==> src/rtl/acc_index_sequencer_pkg.sv <==
`default_nettype none
// ============================================================================
//  Module      : acc_index_sequencer_pkg
//  Description : Shared definitions for the accumulator index sequencer:
//                the sequencer state encoding and the job mode constants.
//  Revision    : 1.0 - initial release
// ============================================================================
package acc_index_sequencer_pkg;

    // Sequencer states. The encoding is fixed at 2 bits.
    typedef logic [1:0] seq_state_t;

    localparam seq_state_t ST_IDLE  = 2'd0;
    localparam seq_state_t ST_RUN   = 2'd1;
    localparam seq_state_t ST_FLUSH = 2'd2;
    localparam seq_state_t ST_DONE  = 2'd3;

    // Job modes. In ACCUM, columns are skewed one cycle per column so the
    // writes line up with the diagonal wavefront of the systolic array.
    // In DRAIN, all columns are read on the same cycle.
    localparam logic MODE_ACCUM = 1'b0;
    localparam logic MODE_DRAIN = 1'b1;

endpackage : acc_index_sequencer_pkg
`default_nettype wire

==> src/rtl/skew_delay_line.sv <==
`default_nettype none
// ============================================================================
//  Module      : skew_delay_line
//  Description : Fixed-depth shift register with synchronous clear. The top
//                level uses one instance per skewed column (depth m for
//                column m).
//  Ports       : clk     - clock, rising edge
//                i_clear - synchronous clear of every stage
//                i_data  - data entering the line
//                o_data  - data delayed by DEPTH cycles
//  Revision    : 1.0 - initial release
// ============================================================================
module skew_delay_line #(
    parameter int WIDTH = 1,
    parameter int DEPTH = 1     // must be >= 1
) (
    input  logic             clk,
    input  logic             i_clear,
    input  logic [WIDTH-1:0] i_data,
    output logic [WIDTH-1:0] o_data
);

    logic [WIDTH-1:0] r_stage [DEPTH];

    always_ff @(posedge clk) begin
        if (i_clear) begin
            for (int i = 0; i < DEPTH; i++) begin
                r_stage[i] <= '0;
            end
        end else begin
            r_stage[0] <= i_data;
            for (int i = 1; i < DEPTH; i++) begin
                r_stage[i] <= r_stage[i-1];
            end
        end
    end

    assign o_data = r_stage[DEPTH-1];

endmodule : skew_delay_line
`default_nettype wire

==> src/rtl/acc_index_sequencer.sv <==
`default_nettype none
// ============================================================================
//  Module      : acc_index_sequencer
//  Description : Generates per-column accumulator enables and row indices for
//                a systolic array. A job streams len row indices starting at
//                base_idx (wrapping modulo DEPTH) on column 0; in ACCUM mode
//                column m sees the same stream m cycles later, in DRAIN mode
//                all active columns see it at the same time.
//  Ports       : clk, reset   - clock / synchronous active-high reset
//                start, abort - job request / job cancel
//                mode, base_idx, len, num_cols - job configuration, captured
//                               when a start is accepted
//                busy, done   - job in progress / one-cycle completion pulse
//                enable_set   - per-column enable
//                idx_set      - per-column row index, IDX_WIDTH bits per column
//  Revision    : 1.0 - initial release
// ============================================================================
module acc_index_sequencer
    import acc_index_sequencer_pkg::*;
#(
    parameter int DEPTH     = 16,
    parameter int ARRAY_M   = 8,
    parameter int IDX_WIDTH = $clog2(DEPTH)
) (
    input  logic                           clk,
    input  logic                           reset,
    input  logic                           start,
    input  logic                           abort,
    input  logic                           mode,
    input  logic [IDX_WIDTH-1:0]           base_idx,
    input  logic [IDX_WIDTH:0]             len,
    input  logic [$clog2(ARRAY_M):0]       num_cols,
    output logic                           busy,
    output logic                           done,
    output logic [ARRAY_M-1:0]             enable_set,
    output logic [IDX_WIDTH*ARRAY_M-1:0]   idx_set
);

    localparam int c_CNT_W  = $clog2(ARRAY_M) + 1;
    localparam int c_LEN_W  = IDX_WIDTH + 1;
    localparam int c_LANE_W = IDX_WIDTH + 1;     // {enable, index}

    localparam logic [c_CNT_W-1:0] c_ARRAY_M = c_CNT_W'(ARRAY_M);

    // ------------------------------------------------------------------------
    // Registered job state
    // ------------------------------------------------------------------------
    seq_state_t             r_state;
    logic                   r_mode;
    logic [c_LEN_W-1:0]     r_len;
    logic [c_CNT_W-1:0]     r_ncols;      // already clamped to ARRAY_M
    logic [c_LEN_W-1:0]     r_k;          // lead counter
    logic [c_CNT_W-1:0]     r_flush;      // remaining flush cycles minus one
    logic                   r_busy;
    logic                   r_done;
    logic                   r_lead_en;    // column-0 stream, current cycle
    logic [IDX_WIDTH-1:0]   r_lead_idx;

    logic [c_CNT_W-1:0]     w_ncols_in_eff;
    logic                   w_last_lead;
    logic                   w_line_clear;
    logic [c_LANE_W-1:0]    w_lead;

    assign w_ncols_in_eff = (num_cols > c_ARRAY_M) ? c_ARRAY_M : num_cols;
    assign w_last_lead    = ((r_k + c_LEN_W'(1)) == r_len);
    assign w_lead         = {r_lead_en, r_lead_idx};

    // The skew lines are emptied when the job finishes so a later job with
    // more active columns never sees leftovers from a previous job.
    assign w_line_clear   = reset | abort | (r_state == ST_DONE);

    // ------------------------------------------------------------------------
    // Sequencer FSM. The column-0 stream registers are loaded with the value
    // for the next cycle, so the first index appears the cycle after start.
    // ------------------------------------------------------------------------
    always_ff @(posedge clk) begin
        if (reset || abort) begin
            r_state    <= ST_IDLE;
            r_mode     <= MODE_ACCUM;
            r_len      <= '0;
            r_ncols    <= '0;
            r_k        <= '0;
            r_flush    <= '0;
            r_busy     <= 1'b0;
            r_done     <= 1'b0;
            r_lead_en  <= 1'b0;
            r_lead_idx <= '0;
        end else begin
            case (r_state)
                ST_IDLE: begin
                    r_done <= 1'b0;
                    if (start) begin
                        r_mode  <= mode;
                        r_len   <= len;
                        r_ncols <= w_ncols_in_eff;
                        r_k     <= '0;
                        r_busy  <= 1'b1;
                        if ((len == '0) || (w_ncols_in_eff == '0)) begin
                            // Empty job: report completion straight away.
                            r_state <= ST_DONE;
                            r_done  <= 1'b1;
                        end else begin
                            r_state    <= ST_RUN;
                            r_lead_en  <= 1'b1;
                            r_lead_idx <= base_idx;
                        end
                    end
                end

                ST_RUN: begin
                    if (w_last_lead) begin
                        r_lead_en  <= 1'b0;
                        r_lead_idx <= '0;
                        // Skewed columns still need num_cols-1 cycles to drain.
                        if ((r_mode == MODE_ACCUM) && (r_ncols > c_CNT_W'(1))) begin
                            r_state <= ST_FLUSH;
                            r_flush <= r_ncols - c_CNT_W'(2);
                        end else begin
                            r_state <= ST_DONE;
                            r_done  <= 1'b1;
                        end
                    end else begin
                        r_k        <= r_k + c_LEN_W'(1);
                        r_lead_idx <= r_lead_idx + IDX_WIDTH'(1);  // wraps mod DEPTH
                    end
                end

                ST_FLUSH: begin
                    if (r_flush == '0) begin
                        r_state <= ST_DONE;
                        r_done  <= 1'b1;
                    end else begin
                        r_flush <= r_flush - c_CNT_W'(1);
                    end
                end

                ST_DONE: begin
                    r_state <= ST_IDLE;
                    r_busy  <= 1'b0;
                    r_done  <= 1'b0;
                end

                default: begin
                    r_state <= ST_IDLE;
                    r_busy  <= 1'b0;
                    r_done  <= 1'b0;
                end
            endcase
        end
    end

    assign busy = r_busy;
    assign done = r_done;

    // ------------------------------------------------------------------------
    // Per-column lanes. Column 0 is the lead stream itself; column m taps a
    // delay line of depth m. DRAIN bypasses the delay so all columns align.
    // Only registers feed this selection and masking.
    // ------------------------------------------------------------------------
    for (genvar m = 0; m < ARRAY_M; m++) begin : g_col
        logic [c_LANE_W-1:0] w_delayed;
        logic [c_LANE_W-1:0] w_lane;
        logic                w_active;
        logic                w_en;

        if (m == 0) begin : g_direct
            assign w_delayed = w_lead;
        end else begin : g_skew
            skew_delay_line #(
                .WIDTH (c_LANE_W),
                .DEPTH (m)
            ) u_skew (
                .clk     (clk),
                .i_clear (w_line_clear),
                .i_data  (w_lead),
                .o_data  (w_delayed)
            );
        end

        assign w_lane        = (r_mode == MODE_DRAIN) ? w_lead : w_delayed;
        assign w_active      = (c_CNT_W'(m) < r_ncols);
        assign w_en          = w_active & w_lane[IDX_WIDTH];
        assign enable_set[m] = w_en;
        assign idx_set[IDX_WIDTH*m +: IDX_WIDTH] = w_en ? w_lane[IDX_WIDTH-1:0] : '0;
    end

endmodule : acc_index_sequencer
`default_nettype wire

==> config.mk <==
export PLATFORM = sky130hd
export DESIGN_NAME = acc_index_sequencer
export DESIGN_NICKNAME = d
export VERILOG_FILES = /design/src/rtl/acc_index_sequencer_pkg.sv /design/src/rtl/skew_delay_line.sv /design/src/rtl/acc_index_sequencer.sv
export SDC_FILE = /design/constraint.sdc
export NUM_CORES = 1
export LEC_CHECK = 0
export CORE_ASPECT_RATIO = 0.5
export CORE_UTILIZATION = 25
export CTS_BUF_LIST = sky130_fd_sc_hd__clkbuf_8 sky130_fd_sc_hd__clkbuf_16
export DETAILED_ROUTE_END_ITERATION = 8
export GPL_ROUTABILITY_DRIVEN = 0
export PLACE_DENSITY = 0.57
export SETUP_SLACK_MARGIN = 0.5
export SLEW_MARGIN = 5
export SYNTH_ARGS = -nofsm -noshare
export SYNTH_HDL_FRONTEND = slang
export SYNTH_SLANG_ARGS = --single-unit
export TNS_END_PERCENT = 30
==> constraint.sdc <==
create_clock -name clk -period 1.9 [get_ports clk]
set_input_delay 0.38 -clock clk [delete_from_list [all_inputs] [get_ports clk]]
set_output_delay 0.38 -clock clk [all_outputs]
set_load 0.05 [all_outputs]
==> results of run 1 <==
==> metrics by stage <==
step | util [%] | setup WS (ns) | power (uW) | hold slack, ns
5_1_grt | 46.5 | -0.155 | 3660 | 0.460
6_report | 46.5 | -0.0903 | 3520 | 0.451
3_5_place_dp | 41.8 | -0.307 | 1810 | 0.435
2_1_floorplan | - | 0.129 | 1650 | 0.421
3_3_place_gp | 41.8 | -0.290 | 1800 | 0.427
4_1_cts | 45.7 | -0.118 | 3540 | 0.450
==> registers in the layout, summed over array words and instances, names as in the netlist <==
signal / count
done: 1
r_state: 2
r_len: 5
r_mode: 1
g_col.g_skew.u_skew.r_stage: 35
r_flush: 4
r_ncols: 4
busy: 1
r_lead_idx: 4
r_k: 5
r_lead_en: 1
==> cell families after synthesis <==
kind of cell | count (synthesis) | synth area share, %
simple gates | 163 | 27.7
flops | 63 | 37.9
fa+ha+maj | 10 | 3.76
mux | 3 | 0.902
compound gates | 103 | 20.5
buf+inv | 47 | 7.22
xor+xnor | 6 | 2.03
==> power by group <==
part / total [uW] / switching (uW) / leakage, uW / internal (uW)
clock network: 1690 / 664 / 0.000147 / 1030
logic: 456 / 234 / 0.00143 / 222
registers: 1370 / 31.5 / 0.000515 / 1340
total: 3520 / 929 / 0.00209 / 2590
==> final timing paths <==
kind | endpoint | depth (start not counted) | slack (ns)
setup reg to reg | r_flush[3] | 7 | 0
hold / removal | g_col[4].g_skew.u_skew.r_stage[0][14] | 1 | 0.45
hold reg to reg | g_col[4].g_skew.u_skew.r_stage[0][14] | 1 | 0.45
setup / recovery | idx_set[10] | 6 | -0.09
==> layer usage <==
metal	vias to the layer above	track usage, %	routed length [um]
met5	-	0	0
met4	0	4.67	118
met3	12	4.22	434
met2	62	24.0	4580
met1	1493	18.3	4350
li1	1567	-	-
==> synth_stat cells, types with 4 or more instances <==
| library cell | instances | share of area [%] |
|---|---|---|
| nand2_1 | 29 | 3.3 |
| nand4_1 | 4 | 0.75 |
| inv_1 | 19 | 2.1 |
| o21ai_0 | 7 | 1.1 |
| nand2b_1 | 31 | 5.8 |
| o22ai_1 | 5 | 0.94 |
| nor3_1 | 7 | 1.1 |
| a21oi_1 | 47 | 7.1 |
| a31oi_1 | 8 | 1.5 |
| buf_4 | 10 | 2.3 |
| and2_1 | 40 | 7.5 |
| ha_1 | 10 | 3.8 |
| clkbuf_1 | 12 | 1.4 |
| nor2b_1 | 11 | 2.1 |
| nor3b_1 | 6 | 1.4 |
| dfxtp_1 | 63 | 38 |
| a22oi_1 | 4 | 0.90 |
| nand3_1 | 7 | 1.1 |
| nor2_1 | 15 | 1.7 |
==> layout make-up <==
| cell class | count | area, sq um |
|---|---|---|
| Inverter | 19 | 81.3 |
| Clock buffer | 9 | 225 |
| Fill cell | 1178 | 6860 |
| Clock inverter | 7 | 78.8 |
| Tap cell | 170 | 213 |
| Timing Repair Buffer | 113 | 1470 |
| Sequential cell | 63 | 1280 |
| Multi-Input combinational cell | 285 | 2600 |
==> what timing repair did <==
item / 4_1_cts / 5_1_grt
resized for setup: 46 / 20
setup buffers: 11 / 2
pin swaps: 29 / 7
setup endpoints to repair: 91 / 102
hold buffers: 0 / 0
==> results.yml, run 1 <==
run:
  cap_violations: 0
grt:
  globalRoute.totalOverflow: 0
  grt_max_degree: 35
  grt_use_total_pct: 14.6
  grt_pass1_vias: 2987
  grt_first_pass_wirelength_um: 15500
  antenna_found_initial: 0
timing:
  finalWorstSetupSlack_ns: -0.0903
  tightestPinTransition_ns: 0.480
  maxSlewHeadroom_pct: 67.2
  period_needed_ns: 1.99
  report.final.slew_viol_count: 0
  period_share_pct: 105
  fin_setup_tns_ns: -1.21
  rsz0062_at_grt: "true"
  setup_viol: 33
  fmax_mhz: 502
  finClkSkew_ns: 0.00388
  timing_hold_violations_final: 0
placement:
  io_buffers: 59
  dp_cells: 637
  place_hpwl_um: 6920
  placed_area_sq_mm: 0.00536
logic_synthesis:
  synth-edff-count: 0
  ys_ff_latch: 63
  ys_async_sr_fraction_pct: 0
  synth_flop_cell: "dfxtp_1"
  seq_area_frac_synth_pct: 37.9
  syn_area_sq_mm: 0.00333
  synth.avg_cell_area_sq_um: 8.43
  synth_nets: 423
  ys_types: 58
  syn_inst: 395
  yosysWarnings: 0
setup_path:
  r2r_start: "r_mode"
  cp_slowest_stage_delay_ns: 0.41
  arrival_ns: 1.61
  worstPathRequired_ns: 1.52
  crit_slowest_cell: "dfxtp_4"
  crit_path_cell_trace: "inv_6 -> ha_4 -> a22oi_2 -> o22ai_4 -> a21oi_4 -> buf_12"
  path_delay_family: "compound AO/OA/AOI/OAI gates"
  crit_buf_inv: 2
  worstSetupPathType: "reg -> out"
  crit_fanout: 5
  end_kind: "output pin"
  startpoint: "r_ncols[2]"
  startpoint_type: "flip-flop"
die:
  core_area_sq_mm: 0.0128
  ioPinCount: 60
  die_area_sq_mm: 0.0138
  row_count: 29
  dieHeight_um: 83.6
  initial_core_util_pct: 26.0
  die_width_um: 165
finish:
  syn2layout_area_growth_pct: 78.9
  final_cell_area_sq_mm: 0.00595
  antenna_cells: 0
  final_cell_mix: "54 x dfxtp_1, 43 x buf_12, 41 x buf_4"
  mostFrequentLayoutCell: "dfxtp_1"
  final_layout_size_suffix_gt1_share_pct: 46.4
  fin_nets: 519
  finalNonFillerCells: 666
pwr:
  p_leak_uw: 0.00209
  vdd_drop_max_v: 0.000323
  cellPowerDensity_mw_per_mm2: 592
route:
  wirelength_um: 9480
  drc: 0
  antenna_left: 0
  avgRoutedWirePerCell_um: 14.2
  num_vias: 3134
  via_per_inst: 4.71
  first_pass_iters: 4
  dr.first_iter.drc_count: 136
outcome:
  violations: "setup timing"
  status: "complete, but fails checks"
hold_path:
  hold_path_class: "reg -> reg"
  min_from: "g_col[4].g_skew.u_skew.r_stage[0][9]"
clocking:
  numClockSinks: 63
  cts_buffer_depth: 2
  root_buffer: "clkbuf_16"
  clkTransAtPathRegs_ns: 0.06
  clock_latency_ns: 0.34
  cts_buffers: 9
  htreeDepth: 3
  cts_tree: "done"
Power figures use the tool's default switching activity.
==> run 2, diff against run 1 <==
CORE_UTILIZATION = 48   (was 25)
PLACE_DENSITY = 0.88   (was 0.57)
==> run 2 against run 1 <==
The flow finishes with violations (DRC, setup timing); sequential power hardly changed; wire length grew 52%; combinational power grew 14%; final area increased by 0.65%; utilization grew 43 points; total power shrank 0.18%; flip-flop and latch count stayed put; non-clock buffer count decreased by 4; global-route usage grew 20 points; die area down 47%.
==> results.yml, run 2 (synthesis results as in run 1) <==
finish:
  mostFrequentLayoutCell: "dfxtp_1"
  final_layout_size_suffix_gt1_share_pct: 48.5
  final_cell_mix: "53 x dfxtp_1, 45 x buf_12, 34 x and2_1"
  syn2layout_area_growth_pct: 80.0
  fin_nets: 515
  final_core_util_pct: 89.4
  finalNonFillerCells: 583
  final_cell_area_sq_mm: 0.00599
  antenna_cells: 0
  largest_registers: "g_col.g_skew.u_skew.r_stage x35, r_k x5, r_len x5"
  largest_reg_flops: 35
  top_register: "g_col.g_skew.u_skew.r_stage"
pwr:
  cellPowerDensity_mw_per_mm2: 587
  vdd_drop_max_v: 0.000924
  p_leak_uw: 0.00212
placement:
  place_hpwl_um: 7160
  placed_area_sq_mm: 0.00518
  dp_cells: 548
  io_buffers: 59
setup_path:
  crit_slowest_cell: "nor3_2"
  crit_path_cell_trace: "nor3_2 -> o21bai_4 -> inv_1 -> buf_12"
  crit_cells: 4
  rr_worst_depth: 7
  crit_fanout: 5
  end_kind: "output pin"
  startpoint_type: "flip-flop"
  worstSetupPathType: "reg -> out"
  path_delay_family: "simple AND/OR/NAND/NOR gates"
  worstPathRequired_ns: 1.52
  arrival_ns: 1.75
  crit_buf_inv: 2
  cp_slowest_stage_delay_ns: 0.39
route:
  num_vias: 3755
  drc: 2
  avgRoutedWirePerCell_um: 24.8
  dr.first_iter.drc_count: 559
  wirelength_um: 14400
  antenna_left: 0
  via_per_inst: 6.44
  first_pass_iters: 8
clocking:
  root_buffer: "clkbuf_16"
  cts_hold_buf: 0
  clkTransAtPathRegs_ns: 0.06
  cts_buffer_depth: 2
  numClockSinks: 63
  clock_latency_ns: 0.35
  htreeDepth: 3
  cts_tree: "done"
  cts_buffers: 9
outcome:
  violations: "DRC, setup timing"
  status: "complete, but fails checks"
grt:
  grt_first_pass_wirelength_um: 18400
  grt_max_degree: 35
  grt_use_total_pct: 34.5
  grt_pass1_vias: 3445
  antenna_found_initial: 0
  globalRoute.totalOverflow: 0
timing:
  period_share_pct: 112
  rsz0062_at_grt: "true"
  report.final.slew_viol_count: 0
  period_needed_ns: 2.13
  holdWs_ns: 0.459
  tightestPinTransition_ns: 0.585
  setup_viol: 45
  finalWorstSetupSlack_ns: -0.229
  finClkSkew_ns: 0.00901
  maxSlewHeadroom_pct: 60.0
  fmax_mhz: 470
  timing_hold_violations_final: 0
  fin_setup_tns_ns: -3.79
run:
  cap_violations: 0
die:
  die_area_sq_mm: 0.00729
  die_width_um: 120
  initial_core_util_pct: 49.7
  ioPinCount: 60
  row_count: 21
  dieHeight_um: 60.9
  core_area_sq_mm: 0.00670
hold_path:
  hold_path_class: "in -> reg"
  min_delay_path_depth: 3
run 2: per-layer routing:
metal / vias up / GRT usage [%] / wire (um)
met5: - / 0 / 0
met4: 0 / 13.6 / 752
met3: 104 / 11.5 / 1300
met2: 296 / 61.5 / 6930
met1: 1792 / 39.7 / 5460
li1: 1563 / - / -
run 2: repair_timing:
action / 4_1_cts / 5_1_grt
setup buffers: 11 / 6
endpoints found under the setup margin: 93 / 85
resized for setup: 45 / 47
cloned: 2 / 1
pin swaps: 29 / 26
run 2: path summary, 6_finish.rpt:
kind | start | end | slack (ns)
worst max-delay path | r_ncols[2] | enable_set[1] | -0.23
worst min-delay path | len[4] | r_len[4] | 0.46
worst max register to register | r_k[1] | r_k[4] | -0.06
worst min register to register | r_len[3] | r_len[3] | 0.46
run 2: final cells by class:
type | count | area (sq um)
Multi-Input combinational cell | 285 | 2690
Clock buffer | 11 | 264
Clock inverter | 4 | 21.3
Timing Repair Buffer | 109 | 1530
Fill cell | 234 | 708
Tap cell | 92 | 115
Inverter | 19 | 83.8
Sequential cell | 63 | 1290
run 2: worst reg2reg max path, stage by stage (launching register included):
cell	delay, ns
dfxtp_2	0.33
ha_4	0.17
and4b_2	0.22
o211ai_4	0.22
a311oi_4	0.11
buf_4	0.20
or4b_1	0.48
a31oi_1	0.16
run 2: stage by stage:
stage	total power (uW)	worst slack [ns]
after CTS	3380	-0.127
after detailed placement	1790	-0.345
after floorplan	1650	0.129
after global routing	3620	-0.215
final	3520	-0.229
after global placement	1770	-0.247
run 2: where the power goes:
part	switching [uW]	leakage, uW	internal [uW]
sequential	37.5	0.000515	1340
combinational	282	0.00147	238
clock	637	0.000144	981
total	957	0.00212	2560
